[src/rtl/uart_pkg.sv]
// Shared UART definitions: receiver state encoding, oversampling constants
// and parity-mode selectors.
package uart_pkg;

    typedef enum logic [2:0] {
        IDLE   = 3'd0,
        START  = 3'd1,
        DATA   = 3'd2,
        PARITY = 3'd3,
        STOP   = 3'd4
    } rx_state_t;

    localparam int OVERSAMPLE = 16;
    localparam int MID_SAMPLE = 7;

    localparam logic PAR_EVEN = 1'b0;
    localparam logic PAR_ODD  = 1'b1;

endpackage

[src/rtl/sync_2ff.sv]
// Two-flop synchroniser for a single asynchronous input; reset value is
// chosen per use so an idle line does not look active after reset.
module sync_2ff #(
    parameter logic RST_VAL = 1'b0
) (
    input  logic clk,
    input  logic reset,
    input  logic d,
    output logic q
);

    logic meta_reg;
    logic sync_reg;

    always_ff @(posedge clk or negedge reset) begin
        if (!reset) begin
            meta_reg <= RST_VAL;
            sync_reg <= RST_VAL;
        end else begin
            meta_reg <= d;
            sync_reg <= meta_reg;
        end
    end

    assign q = sync_reg;

endmodule

[src/rtl/uart_rx.sv]
// UART receiver: 16x oversampled, LSB-first deserialiser with optional parity
// and configurable stop length; status holds until the next completed frame.
module uart_rx
    import uart_pkg::*;
#(
    parameter int DBIT       = 8,
    parameter int SB_TICK    = 16,
    parameter int PARITY_EN  = 0,
    parameter int PARITY_ODD = 0
) (
    input  logic            clk,
    input  logic            reset,
    input  logic            s_tick,
    input  logic            rx,
    output logic [DBIT-1:0] dout,
    output logic            rx_done_tick,
    output logic            frame_err,
    output logic            parity_err,
    output logic            busy
);

    localparam int              NW       = (DBIT > 1) ? $clog2(DBIT) : 1;
    localparam logic [4:0]      MID      = 5'(MID_SAMPLE);
    localparam logic [4:0]      BIT_LAST = 5'(OVERSAMPLE - 1);
    localparam logic [4:0]      SB_LAST  = 5'(SB_TICK - 1);
    localparam logic [NW-1:0]   N_LAST   = NW'(DBIT - 1);
    localparam logic            ODD_BIT  = (PARITY_ODD != 0) ? PAR_ODD : PAR_EVEN;

    rx_state_t       state_reg, state_next;
    logic [4:0]      s_reg, s_next;
    logic [NW-1:0]   n_reg, n_next;
    logic [DBIT-1:0] b_reg, b_next;
    logic            pbit_reg, pbit_next;
    logic [DBIT-1:0] dout_reg, dout_next;
    logic            frame_err_reg, frame_err_next;
    logic            parity_err_reg, parity_err_next;
    logic            done_reg, done_next;
    logic            busy_reg;
    logic            rxs;

    sync_2ff #(.RST_VAL(1'b1)) u_rx_sync (
        .clk   (clk),
        .reset (reset),
        .d     (rx),
        .q     (rxs)
    );

    always_comb begin
        state_next      = state_reg;
        s_next          = s_reg;
        n_next          = n_reg;
        b_next          = b_reg;
        pbit_next       = pbit_reg;
        dout_next       = dout_reg;
        frame_err_next  = frame_err_reg;
        parity_err_next = parity_err_reg;
        done_next       = 1'b0;
        case (state_reg)
            IDLE: begin
                // start detection is edge-driven, not tick-driven
                if (!rxs) begin
                    state_next = START;
                    s_next     = '0;
                end
            end
            START: begin
                if (s_tick) begin
                    if (s_reg == MID) begin
                        if (!rxs) begin
                            state_next = DATA;
                            s_next     = '0;
                            n_next     = '0;
                        end else begin
                            state_next = IDLE;
                        end
                    end else begin
                        s_next = s_reg + 5'd1;
                    end
                end
            end
            DATA: begin
                if (s_tick) begin
                    if (s_reg == BIT_LAST) begin
                        s_next = '0;
                        b_next = {rxs, b_reg[DBIT-1:1]};
                        if (n_reg == N_LAST)
                            state_next = (PARITY_EN != 0) ? PARITY : STOP;
                        else
                            n_next = n_reg + 1'b1;
                    end else begin
                        s_next = s_reg + 5'd1;
                    end
                end
            end
            PARITY: begin
                if (s_tick) begin
                    if (s_reg == BIT_LAST) begin
                        pbit_next  = rxs;
                        s_next     = '0;
                        state_next = STOP;
                    end else begin
                        s_next = s_reg + 5'd1;
                    end
                end
            end
            STOP: begin
                if (s_tick) begin
                    if (s_reg == SB_LAST) begin
                        dout_next       = b_reg;
                        frame_err_next  = ~rxs;
                        parity_err_next = (PARITY_EN != 0) && (pbit_reg != (^b_reg ^ ODD_BIT));
                        done_next       = 1'b1;
                        state_next      = IDLE;
                    end else begin
                        s_next = s_reg + 5'd1;
                    end
                end
            end
            default: state_next = IDLE;
        endcase
    end

    always_ff @(posedge clk or negedge reset) begin
        if (!reset) begin
            state_reg      <= IDLE;
            s_reg          <= '0;
            n_reg          <= '0;
            b_reg          <= '0;
            pbit_reg       <= 1'b0;
            dout_reg       <= '0;
            frame_err_reg  <= 1'b0;
            parity_err_reg <= 1'b0;
            done_reg       <= 1'b0;
            busy_reg       <= 1'b0;
        end else begin
            state_reg      <= state_next;
            s_reg          <= s_next;
            n_reg          <= n_next;
            b_reg          <= b_next;
            pbit_reg       <= pbit_next;
            dout_reg       <= dout_next;
            frame_err_reg  <= frame_err_next;
            parity_err_reg <= parity_err_next;
            done_reg       <= done_next;
            busy_reg       <= (state_next != IDLE);
        end
    end

    assign dout         = dout_reg;
    assign rx_done_tick = done_reg;
    assign frame_err    = frame_err_reg;
    assign parity_err   = parity_err_reg;
    assign busy         = busy_reg;

endmodule
[config.mk]
export PLATFORM = sky130hd
export DESIGN_NAME = uart_rx
export DESIGN_NICKNAME = d
export VERILOG_FILES = /design/src/rtl/uart_pkg.sv /design/src/rtl/sync_2ff.sv /design/src/rtl/uart_rx.sv
export SDC_FILE = /design/constraint.sdc
export NUM_CORES = 1
export LEC_CHECK = 0
export BUFFER_PORTS_ARGS = -buffer_cell sky130_fd_sc_hd__buf_2
export CAP_MARGIN = 15
export CORE_MARGIN = 8
export CORE_UTILIZATION = 58
export CTS_BUF_LIST = sky130_fd_sc_hd__clkbuf_2 sky130_fd_sc_hd__clkbuf_4 sky130_fd_sc_hd__clkbuf_8
export CTS_CLUSTER_SIZE = 8
export DETAILED_ROUTE_END_ITERATION = 10
export PLACE_DENSITY = 0.86
export SLEW_MARGIN = 10
export SYNTH_ARGS = -nofsm -noshare
export SYNTH_HDL_FRONTEND = slang
export SYNTH_SLANG_ARGS = --single-unit
[constraint.sdc]
create_clock -name clk -period 2.4 [get_ports clk]
set_input_delay 0.12 -clock clk [delete_from_list [all_inputs] [get_ports clk]]
set_output_delay 0.12 -clock clk [all_outputs]
set_load 0.01 [all_outputs]
# Word-level counts from Yosys, hierarchy flattened
# Index checks and enable logic that the tools add are counted.
[totals] ff_bits=32 inputBits=4 out_inout_bits=12 word_cells=68
[classes] add_sub_neg=2 eq_ne=16 n_mux=30 bitwise=1 reduce_logical=9
[ops] cell="3-bit two-way mux" n=16
[ops] cell="5-bit two-way mux" n=7
[ops] cell="5-bit one-hot mux with 4 select lines" n=1
[ops] cell="2-bit != test, second input constant" n=8
[ops] cell="3-bit one-hot mux with 5 select lines" n=1
[ops] cell="7-bit AND reduction" n=1
[ops] cell="3-bit by 2-bit == test with 1-bit output, second input constant" n=2
[ops] cell="3-bit == test, second input constant" n=2
[ops] cell="3-bit one-hot mux with 2 select lines" n=1
[ops] cell="3-bit AND reduction" n=2
[ops] cell="5-bit by 1-bit adder with 5-bit output, second input constant" n=1
[ops] cell="5-bit by 3-bit == test with 1-bit output, second input constant" n=1
[ops] cell="5-bit by 4-bit == test with 1-bit output, second input constant" n=1
[ops] cell="5-bit AND reduction" n=1
[ops] cell="4-bit nonzero test" n=1
[ops] cell="3-bit by 1-bit adder with 3-bit output, second input constant" n=1
[ops] cell="3-bit by 1-bit == test with 1-bit output, second input constant" n=1
[ops] cell="3-bit logical NOT" n=1
[ops] cell="1-bit two-way mux" n=3
[ops] cell="3-bit nonzero test" n=1
[ops] cell="2-bit two-way mux" n=1
[ops] cell="2-bit by 1-bit != test with 1-bit output, second input constant" n=1
[ops] cell="2-bit nonzero test" n=1
[ops] cell="2-bit OR reduction" n=1
[ops] cell="1-bit NOT" n=1

# Longest topological paths before layout
# Gate-level depths: netlist of run 1.
[depth] word_depth=6 ltp_mapped=7 depth_no_buf=7

# By module
# From an unflattened synthesis of run 1, not the netlist that was laid out.
[unflattened] hier_cells=126 area_unflattened_um2=1545.2
[by_module_without_submodules] mod="uart_rx" n_inst=1 cells_per_inst=124 area_each_um2=1492.7 seq_area_each_um2=750.7
[by_module_without_submodules] mod="sync_2ff" n_inst=1 cells_per_inst=2 area_each_um2=52.6 seq_area_each_um2=52.6

# Least setup slack after synthesis of run 1
# Ideal clock, no wire load.
[synth_timing] path_type="register to register" from="register s_reg[0]" to="register s_reg[0]" setup_ps=64 t_arrival_ps=1999 required_ps=2336 setup_slack_ps=336 stages_incl_launch_ff=8 n_path_buf=0 period_less_slack_ps=2064 cell_sequence="dfrtp_1 ha_1 and3_1 ha_1 or4b_1 o21ai_0 and3_2 mux2_2"
[synth_between] elab_chain_cells=4 elab_cells_between_ends=13 classes_between="add/sub (1); eq/ne (3); mux (8); reduce/logical (1)"
[synth_lines] item="start, declared" line_no="uart_rx.sv:30" text="logic [4:0] s_reg, s_next;"
[synth_lines] item="start signal, assigned" line_no="uart_rx.sv:137" text="s_reg <= s_next;"
[synth_lines] item="5-bit by 1-bit adder with 5-bit output, or another cell as far along"
[synth_lines] item="5-bit two-way mux, on equally long branches"
[synth_lines] item="5-bit two-way mux, on equally long branches" line_no="uart_rx.sv:107, uart_rx.sv:67, uart_rx.sv:96"
[synth_lines] item="5-bit one-hot mux with 4 select lines" line_no="uart_rx.sv:58" text="case (state_reg)"
# Several ways; a longest one is shown, not always the timed one. The select of a mux whose other input is x is not followed.
# A chain may end at the register's enable or synchronous reset.

# Worst setup path in the final report of run 1
[layout_timing] from="register s_reg[0]" to="register s_reg[2]"
[layout_between] elab_chain_cells=4 elab_cells_between_ends=12 classes_between="add/sub (1); eq/ne (3); mux (7); reduce/logical (1)"
[layout_lines] item="5-bit by 1-bit adder with 5-bit output, or another cell as far along"
[layout_lines] item="5-bit two-way mux, on equally long branches"
[layout_lines] item="5-bit two-way mux, on equally long branches" line_no="uart_rx.sv:107, uart_rx.sv:67, uart_rx.sv:96"
[layout_lines] item="5-bit one-hot mux with 4 select lines" line_no="uart_rx.sv:58"
# Several ways; a longest one is shown, not always the timed one. The select of a mux whose other input is x is not followed.

==> results.json, run 1 <==
{
  "wl_microns": 2850,
  "die_w_microns": 67.8,
  "seqPwrFrac_pct": 50.2,
  "nNetsFinal": 157,
  "cts_tree": "done",
  "antenna_found_initial": 0,
  "cts.clk_slew.worst_paths_ns": 0.09,
  "rr_worst_depth": 7,
  "die_area_sq_um": 4600,
  "p_int_uw": 941,
  "vias": 1084,
  "critPathBufInv": 0,
  "cp_data_arrival_time_ns": 2.55,
  "ant_nets": 0,
  "r2r_slack_ns": 0.12,
  "detailedRoute.firstIterationViolations": 44,
  "synth_edf_count": 0,
  "gp_congestion": 0.889,
  "fin_crit_ns": 2.28,
  "drive_above_1_share_pct": 33.1,
  "synth_cells": 128,
  "outcome": "finished, final reports clean",
  "cp_cell_sequence": "ha_1 > and3_1 > ha_1 > or4b_1 > o21ai_0 > and3_4 > a221o_1",
  "synth_fp_nets": 138,
  "synth.avg_cell_area_sq_um": 12.2,
  "crit_top_cell": "ha_1",
  "synth_most_common_cell": "dfrtp_1",
  "ir_worst_vdd_mv": 0.739,
  "critPathKind": "flop to flop",
  "detail_route.vias_per_cell": 6.09,
  "final.setup.tns_ns": 0,
  "track_usage_pct": 13.4,
  "start_kind": "flop",
  "cts_max_path_buffers": 2,
  "cts.sink_count": 32,
  "ys_warn_count": 0,
  "hpwl_microns": 2050,
  "async_flop_share_pct": 100,
  "yosys.area.top_type": "dfrtp_1",
  "drv_slew": 0,
  "netlist_area_sq_um": 1560,
  "rows": 18,
  "cp_max_fo": 5,
  "synth_top_cell_area_share_pct": 48.2,
  "io_buffers": 14,
  "synthDistinctLibCells": 43,
  "critical_path.top_delay_family": "simple AND/OR/NAND/NOR gates",
  "p_switching_uw": 372,
  "power.leakage_nw": 0.877,
  "crit_required_ns": 2.67,
  "drv_cap": 0,
  "hold_end": "state_reg[2]$_DFF_PN0_",
  "drc_errors": 0,
  "cellPowerDensity_nw_per_um2": 755,
  "synthToLayoutAreaGrowth_pct": 11.8,
  "grt_pass1_wl_microns": 4650,
  "hp-class": "primary input to flop",
  "worst_pin_slew_ns": 0.673,
  "die_y_microns": 67.8,
  "min_path_cells": 3,
  "r2r_end": "s_reg[2]$_DFFE_PN0P_",
  "rsz0062_at_grt": "no",
  "grt_max_degree": 33,
  "yosysSeqAreaShare_pct": 51.6,
  "initial_core_util_pct": 61.7,
  "dpl_cell_area_sq_um": 1640,
  "ys_ff_latch": 32,
  "max_freq_ghz": 0.438,
  "crit_path_end_kind": "flop",
  "diodes": 0,
  "hold_viol": 0,
  "synth_flop_cell": "dfrtp_1",
  "skew_ns": 0.00740,
  "wl_per_cell_microns": 16.0,
  "io_pins": 16,
  "fin_area_sq_um": 1740,
  "multi_input_area_sq_um": 692,
  "slew_headroom_pct": 55.1,
  "grt_overflow": 0,
  "dr.pass1.iters": 4,
  "cts_buffers": 5,
  "postCtsSetupBuffers": 0,
  "yosys-top-cells-count": "dfrtp_1 (30), mux2_2 (17), nor2_1 (8)",
  "swShare_pct": 28.3,
  "critical-path-max-stage-delay_ns": 0.47,
  "cts_root_buf": "clkbuf_4",
  "min-delay-start": "s_tick",
  "setup_viol": 0,
  "pwr-share-clk_pct": 30.8,
  "layout.area.seq_sq_um": 803,
  "nFillCells": 176,
  "finalCritPeriodShare_pct": 95.2,
  "htree_levels": 2,
  "grt_pass1_vias": 1014,
  "synth.area.top_cells": "dfrtp_1 (48%), mux2_2 (12%), ha_1 (4.8%)",
  "core-area_sq_um": 2520,
  "cp_slowest_cell": "or4b_1",
  "r2r-start": "s_reg[0]$_DFFE_PN0P_",
  "clk_latency_ns": 0.33,
  "p_comb_share_pct": 19.0
}
[placed cells by master (no fill, tap or decap), types with 2 or more instances in the layout]
cell	n
buf_2	14
nand2_1	4
dfrtp_1	30
a32o_1	2
nor2_1	8
dfstp_2	2
nand4bb_1	2
a22o_1	5
nand4_1	2
ha_1	6
o21ai_0	4
and3b_1	2
dlygate4sd3_1	2
clkbuf_4	6
mux2_2	17
nor3_1	4
inv_1	6
buf_4	2
nand3_1	3
a221o_1	2
[timing repair]
action / in CTS / in global routing
hold buffers: 2 / 0
hold endpoints to repair: 31 / 0
resized for setup: 0 / 1
setup endpoints to repair: 0 / 2
[per-stage QoR]
step | total power [mW] | instances | setup slack [ns] | hold slack, ns | util, %
floorplan | 0.843 | 128 | 0.336 | -0.176 | -
global placement | 0.887 | 168 | 0.247 | 0.187 | 64.9
detailed placement | 0.904 | 168 | 0.133 | 0.201 | 64.9
CTS | 1.31 | 178 | 0.122 | 0.177 | 68.8
global route | 1.38 | 178 | 0.00384 | 0.210 | 69.0
finish | 1.31 | 178 | 0.116 | 0.191 | 69.0
[final cells by class]
type                       instances  share of cell area [%]
inverter                           6                    1.29
timing repair buffer              18                    6.04
clock buffer                       6                    2.59
multi-input combinational         84                    39.8
tap                               30                    2.16
clock inverter                     2                    2.01
sequential                        32                    46.2
[power groups by stage]
| stage | Sequential [mW] | Combinational, mW | Clock [mW] |
|---|---|---|---|
| 4_1_cts | 0.656 | 0.242 | 0.412 |
| 3_5_place_dp | 0.666 | 0.238 | 0 |
| 2_1_floorplan | 0.634 | 0.210 | 0 |
| 5_1_grt | 0.668 | 0.272 | 0.444 |
| 3_3_place_gp | 0.661 | 0.226 | 0 |
| 6_report | 0.659 | 0.250 | 0.405 |
[cell families (layout without fill, tap and decap cells)]
kind of cell,Yosys count,count (layout),synth area share (%)
AOI/OAI and AO/OA,21,21,10.9
and+or+nand+nor,39,39,15.9
adders and majority gates,6,6,4.82
DFF,32,32,51.6
buffers and inverters,12,32,4.18
other,1,1,0.241
muxes,17,17,12.3
[worst reg2reg max path, delay by kind of cell, from the launching register on]
| family | cells | cell delay, ns |
|---|---|---|
| adders and majority gates | 2 | 0.49 |
| DFF | 1 | 0.42 |
| AOI/OAI and AO/OA | 2 | 0.35 |
| and+or+nand+nor | 3 | 0.98 |
[metal layers]
layer  wire length [microns]  vias to the layer above  track usage, %  part of all wire (%)
li1                        -                      512               -                     -
met1                    1240                      529            15.7                    44
met2                    1400                       43            22.1                    49
met3                     206                        0            5.63                   7.2
met4                       0                        0            3.84                     0
met5                       0                        -               0                     0
[how the worst max path moves through the flow]
stage	from	end	slack, ns	cells past startpoint
finish	s_reg[0]$_DFFE_PN0P_	s_reg[2]$_DFFE_PN0P_	0.12	7
global route	s_reg[0]$_DFFE_PN0P_	s_reg[0]$_DFFE_PN0P_	0.004	7
global placement	s_reg[0]$_DFFE_PN0P_	s_reg[0]$_DFFE_PN0P_	0.25	7
CTS	s_reg[0]$_DFFE_PN0P_	s_reg[2]$_DFFE_PN0P_	0.12	7
detailed placement	s_reg[0]$_DFFE_PN0P_	s_reg[0]$_DFFE_PN0P_	0.13	7
floorplan	s_reg[0]$_DFFE_PN0P_	s_reg[0]$_DFFE_PN0P_	0.34	7
No activity file was read; power rests on OpenSTA's default activity.
==> run 2, diff against run 1 <==
--- a/config.mk
+++ b/config.mk
@@ -7,12 +7,14 @@
 export LEC_CHECK = 0
 export BUFFER_PORTS_ARGS = -buffer_cell sky130_fd_sc_hd__buf_2
 export CAP_MARGIN = 15
+export CORE_ASPECT_RATIO = 1.2
 export CORE_MARGIN = 8
 export CORE_UTILIZATION = 58
 export CTS_BUF_LIST = sky130_fd_sc_hd__clkbuf_2 sky130_fd_sc_hd__clkbuf_4 sky130_fd_sc_hd__clkbuf_8
 export CTS_CLUSTER_SIZE = 8
 export DETAILED_ROUTE_END_ITERATION = 10
 export PLACE_DENSITY = 0.86
+export SETUP_SLACK_MARGIN = 0.05
 export SLEW_MARGIN = 10
 export SYNTH_ARGS = -nofsm -noshare
 export SYNTH_HDL_FRONTEND = slang
==> results.json, run 2 (synthesis gave the netlist of run 1 again) <==
{
  "fin_crit_ns": 2.17,
  "rsz0062_at_grt": "no",
  "power.leakage_nw": 0.874,
  "detail_route.vias_per_cell": 5.86,
  "synthToLayoutAreaGrowth_pct": 12.3,
  "dr.pass1.iters": 4,
  "layout.area.seq_sq_um": 803,
  "grt_pass1_vias": 1059,
  "r2r_end": "s_reg[2]$_DFFE_PN0P_",
  "postCtsSetupBuffers": 0,
  "diodes": 0,
  "grt_overflow": 0,
  "met1_usage_pct": 15.3,
  "io_buffers": 14,
  "cts_max_path_buffers": 2,
  "core-area_sq_um": 2550,
  "critPathKind": "flop to flop",
  "htree_levels": 2,
  "outcome": "finished, final reports clean",
  "nFillCells": 191,
  "ant_nets": 0,
  "power_mw": 1.31,
  "hpwl_microns": 2020,
  "final.setup.tns_ns": 0,
  "drv_slew": 0,
  "die_w_microns": 63.3,
  "grt_max_degree": 33,
  "setup_viol": 0,
  "cts.sink_count": 32,
  "antenna_found_initial": 0,
  "r2r-start": "s_reg[0]$_DFFE_PN0P_",
  "grt_util_met3_pct": 5.84,
  "worst_pin_slew_ns": 0.678,
  "grt_use_met2_pct": 22.6,
  "final_common_cell": "dfrtp_1",
  "cts_tree": "done",
  "drv_cap": 0,
  "clk_latency_ns": 0.34,
  "grt_pass1_wl_microns": 4950,
  "rows": 20,
  "vias": 1061,
  "die_y_microns": 72.7,
  "rr_worst_depth": 7,
  "ir_worst_vdd_mv": 0.624,
  "drive_above_1_share_pct": 33.8,
  "hp-class": "primary input to flop",
  "skew_ns": 0.00893,
  "die_area_sq_um": 4600,
  "start_kind": "flop",
  "gp_congestion": 0.847,
  "cts_buffers": 5,
  "drc_errors": 0,
  "critPathCapture": "s_reg[2]$_DFFE_PN0P_",
  "initial_core_util_pct": 61.0,
  "finalCritPeriodShare_pct": 90.5,
  "wl_microns": 2820,
  "cts.clk_slew.worst_paths_ns": 0.09,
  "r2r_slack_ns": 0.23,
  "track_usage_pct": 14.0,
  "slew_headroom_pct": 54.8,
  "max_freq_ghz": 0.460,
  "critPathLaunch": "s_reg[0]$_DFFE_PN0P_",
  "multi_input_area_sq_um": 696,
  "crit_required_ns": 2.67,
  "cp_max_fo": 5,
  "cts_root_buf": "clkbuf_4",
  "wl_per_cell_microns": 15.6,
  "cellPowerDensity_nw_per_um2": 750,
  "nNetsFinal": 157,
  "crit_path_end_kind": "flop",
  "grt_most_used_layer": "met2",
  "detailedRoute.firstIterationViolations": 51,
  "cp_data_arrival_time_ns": 2.44,
  "io_pins": 16,
  "holdWs_ns": 0.188,
  "hold_viol": 0,
  "final_cell_mix": "dfrtp_1 (30), mux2_2 (17), buf_2 (14)"
}
run 2: cell count changes in the layout (fill, tap and decap cells not counted), sizes merged:
cell      before  now
clkinvlp       0    1
clkbuf         6    5
run 2: timing repair:
action / in CTS / in global routing
hold buffers: 2 / 0
gates resized for setup: 0 / 3
hold endpoints to repair: 31 / 0
endpoints found under the setup margin: 0 / 4
run 2: stage by stage:
stage	cell area, sq um	worst slack, ns	instances	utilization (%)
after floorplan	1560	0.336	128	-
after global placement	1640	0.252	171	64.3
after detailed placement	1640	0.179	171	64.3
after CTS	1740	0.146	181	68.2
after global routing	1750	0.133	181	68.5
final	1750	0.228	181	68.5
run 2: report_power, final:
part           switching, mW  leakage [nW]  internal (mW)
logic                  0.128         0.407          0.125
registers             0.0663         0.426          0.589
clock network          0.185        0.0412          0.217
run 2: final cells by class:
| type | count | share of cell area (%) |
|---|---|---|
| flip-flops and latches | 32 | 46.0 |
| clock buffers | 5 | 2.15 |
| multi-input cells | 84 | 39.8 |
| inverters | 6 | 1.29 |
| clock inverters | 3 | 2.43 |
| well taps | 33 | 2.36 |
| repair buffers | 18 | 6.01 |
run 2: metal layers:
layer / share of wire, % / vias to the layer above
met5: 0 / -
met2: 51 / 33
met4: 1.2 / 0
met3: 5.4 / 4
li1: - / 513
met1: 43 / 511
run 2: worst min-delay path by stage:
stage / from / endpoint / slack (ns) / cells past startpoint
6_report: s_tick / state_reg[2]$_DFF_PN0_ / 0.19 / 3
5_1_grt: s_tick / state_reg[2]$_DFF_PN0_ / 0.20 / 3
4_1_cts: s_tick / state_reg[2]$_DFF_PN0_ / 0.17 / 3
3_5_place_dp: reset / s_reg[3]$_DFFE_PN0P_ / 0.20 / 1
3_3_place_gp: reset / s_reg[3]$_DFFE_PN0P_ / 0.19 / 1
2_1_floorplan: reset / b_reg[0]$_DFFE_PN0P_ / -0.18 / 0
run 2: worst max-delay path, cell delays in order (launching register included):
cell and delay (ns):
dfrtp_1 0.42, ha_1 0.25, and3_1 0.22, ha_1 0.24
or4b_1 0.50, o21ai_2 0.10, and3_4 0.23, a221o_1 0.15
==> run 3, diff against run 2 <==
==> constraint.sdc (replaced) <==
create_clock -name clk -period 2.7 [get_ports clk]
set_input_delay 0.135 -clock clk [delete_from_list [all_inputs] [get_ports clk]]
set_output_delay 0.135 -clock clk [all_outputs]
set_load 0.01 [all_outputs]
==> results.json, run 3 (synthesis gave the netlist of run 1 again) <==
{
  "r2r-start": "s_reg[0]$_DFFE_PN0P_",
  "hold_viol": 0,
  "hpwl_microns": 2060,
  "rr_worst_depth": 7,
  "cp_data_arrival_time_ns": 2.57,
  "r2r_end": "s_reg[2]$_DFFE_PN0P_",
  "r2r_slack_ns": 0.40,
  "die_y_microns": 72.7,
  "cp_cell_sequence": "ha_1 > and3_1 > ha_1 > or4b_1 > o21ai_0 > and3_2 > a221o_1",
  "cp_max_fo": 5,
  "grt_max_degree": 33,
  "nFillCells": 209,
  "cts_tree": "done",
  "cts_buffers": 5,
  "final.setup.tns_ns": 0,
  "nNetsFinal": 156,
  "detail_route.vias_per_cell": 5.98,
  "max_freq_ghz": 0.435,
  "power.leakage_nw": 0.855,
  "skew_ns": 0.0102,
  "gp_congestion": 0.830,
  "initial_core_util_pct": 61.0,
  "critPathKind": "flop to flop",
  "vias": 1077,
  "track_usage_pct": 14.1,
  "drv_slew": 0,
  "slew_headroom_pct": 55.2,
  "cts.sink_count": 32,
  "wl_microns": 2880,
  "die_area_sq_um": 4600,
  "wl_per_cell_microns": 16.0,
  "synthToLayoutAreaGrowth_pct": 10.1,
  "io_pins": 16,
  "cts_resized": 0,
  "start_kind": "flop",
  "core-area_sq_um": 2550,
  "ant_nets": 0,
  "final_common_cell": "dfrtp_1",
  "antenna_found_initial": 0,
  "hp-class": "primary input to flop",
  "finalCritPeriodShare_pct": 85.2,
  "outcome": "finished, final reports clean",
  "cellPowerDensity_nw_per_um2": 627,
  "drv_cap": 0,
  "min_path_cells": 3,
  "min-delay-start": "s_tick",
  "setup_ws_ns": 0.400,
  "drive_above_1_share_pct": 32.7,
  "cts_root_buf": "clkbuf_4",
  "fin_crit_ns": 2.30,
  "htree_levels": 2,
  "grt_overflow": 0,
  "rsz0062_at_grt": "no",
  "die_w_microns": 63.3,
  "power_mw": 1.07,
  "io_buffers": 14,
  "grt_pass1_wl_microns": 5100,
  "setup_viol": 0,
  "crit_required_ns": 2.97,
  "clk_latency_ns": 0.34,
  "hold_end": "state_reg[2]$_DFF_PN0_",
  "pre_cts_slack_ns": 0.451,
  "rows": 20,
  "cp_slowest_cell": "or4b_1",
  "cts.clk_slew.worst_paths_ns": 0.11,
  "dr.pass1.iters": 4,
  "crit_path_end_kind": "flop",
  "detailedRoute.firstIterationViolations": 53,
  "crit_top_cell": "ha_1",
  "worst_pin_slew_ns": 0.673,
  "diodes": 0,
  "drc_errors": 0,
  "critical-path-max-stage-delay_ns": 0.47,
  "ir_worst_vdd_mv": 0.553,
  "cts_max_path_buffers": 2,
  "grt_pass1_vias": 1144,
  "final_cell_mix": "dfrtp_1 (30), mux2_2 (17), buf_2 (14)"
}
-- run 3: layer usage --
layer  track usage (%)  wire, microns  vias up
met5                 0              0        -
met4              8.19             97        0
met3              5.07            114       11
met2              24.5           1480       26
met1              14.3           1190      530
li1                  -              -      510
-- run 3: worst max-delay path, delay by kind of cell (launching register included) --
| family | cells | cell delay, ns |
|---|---|---|
| AOI/OAI and AO/OA | 2 | 0.34 |
| adders and majority gates | 2 | 0.49 |
| and+or+nand+nor | 3 | 0.99 |
| DFF | 1 | 0.42 |
-- run 3: per-stage QoR --
| stage | std cells | area (sq um) | hold slack, ns | util (%) |
|---|---|---|---|---|
| finish | 180 | 1710 | 0.198 | 67.2 |
| global placement | 170 | 1630 | 0.208 | 64.0 |
| CTS | 180 | 1710 | 0.184 | 67.2 |
| global route | 180 | 1710 | 0.207 | 67.2 |
| floorplan | 128 | 1560 | -0.161 | - |
| detailed placement | 170 | 1630 | 0.215 | 64.0 |
-- run 3: layout make-up --
type / instances / area, sq um / area share (%)
sequential: 32 / 803 / 46.9
multi-input combinational: 84 / 688 / 40.1
timing repair buffer: 17 / 97.6 / 5.69
tap: 33 / 41.3 / 2.41
clock buffer: 5 / 37.5 / 2.19
clock inverter: 3 / 23.8 / 1.39
inverter: 6 / 22.5 / 1.31
-- run 3: worst max-delay path by stage --
stage | from | endpoint | slack, ns
6_report | s_reg[0]$_DFFE_PN0P_ | s_reg[2]$_DFFE_PN0P_ | 0.40
5_1_grt | s_reg[0]$_DFFE_PN0P_ | s_reg[2]$_DFFE_PN0P_ | 0.23
4_1_cts | s_reg[0]$_DFFE_PN0P_ | s_reg[2]$_DFFE_PN0P_ | 0.41
3_5_place_dp | s_reg[0]$_DFFE_PN0P_ | s_reg[2]$_DFFE_PN0P_ | 0.45
3_3_place_gp | s_reg[0]$_DFFE_PN0P_ | s_reg[0]$_DFFE_PN0P_ | 0.55
2_1_floorplan | s_reg[0]$_DFFE_PN0P_ | s_reg[0]$_DFFE_PN0P_ | 0.64
-- run 3: power by group --
| group | leakage, nW | switching, mW | internal (mW) |
|---|---|---|---|
| Combinational | 0.402 | 0.108 | 0.104 |
| Sequential | 0.426 | 0.0618 | 0.524 |
| Clock | 0.0274 | 0.174 | 0.102 |
| Total | 0.855 | 0.344 | 0.730 |
-- run 3: timing repair --
| item | CTS | global route |
|---|---|---|
| hold endpoints to repair | 31 | 0 |
| endpoints found under the setup margin | 0 | 0 |
| hold buffers | 2 | 0 |
| buffers inserted | 0 | 0 |
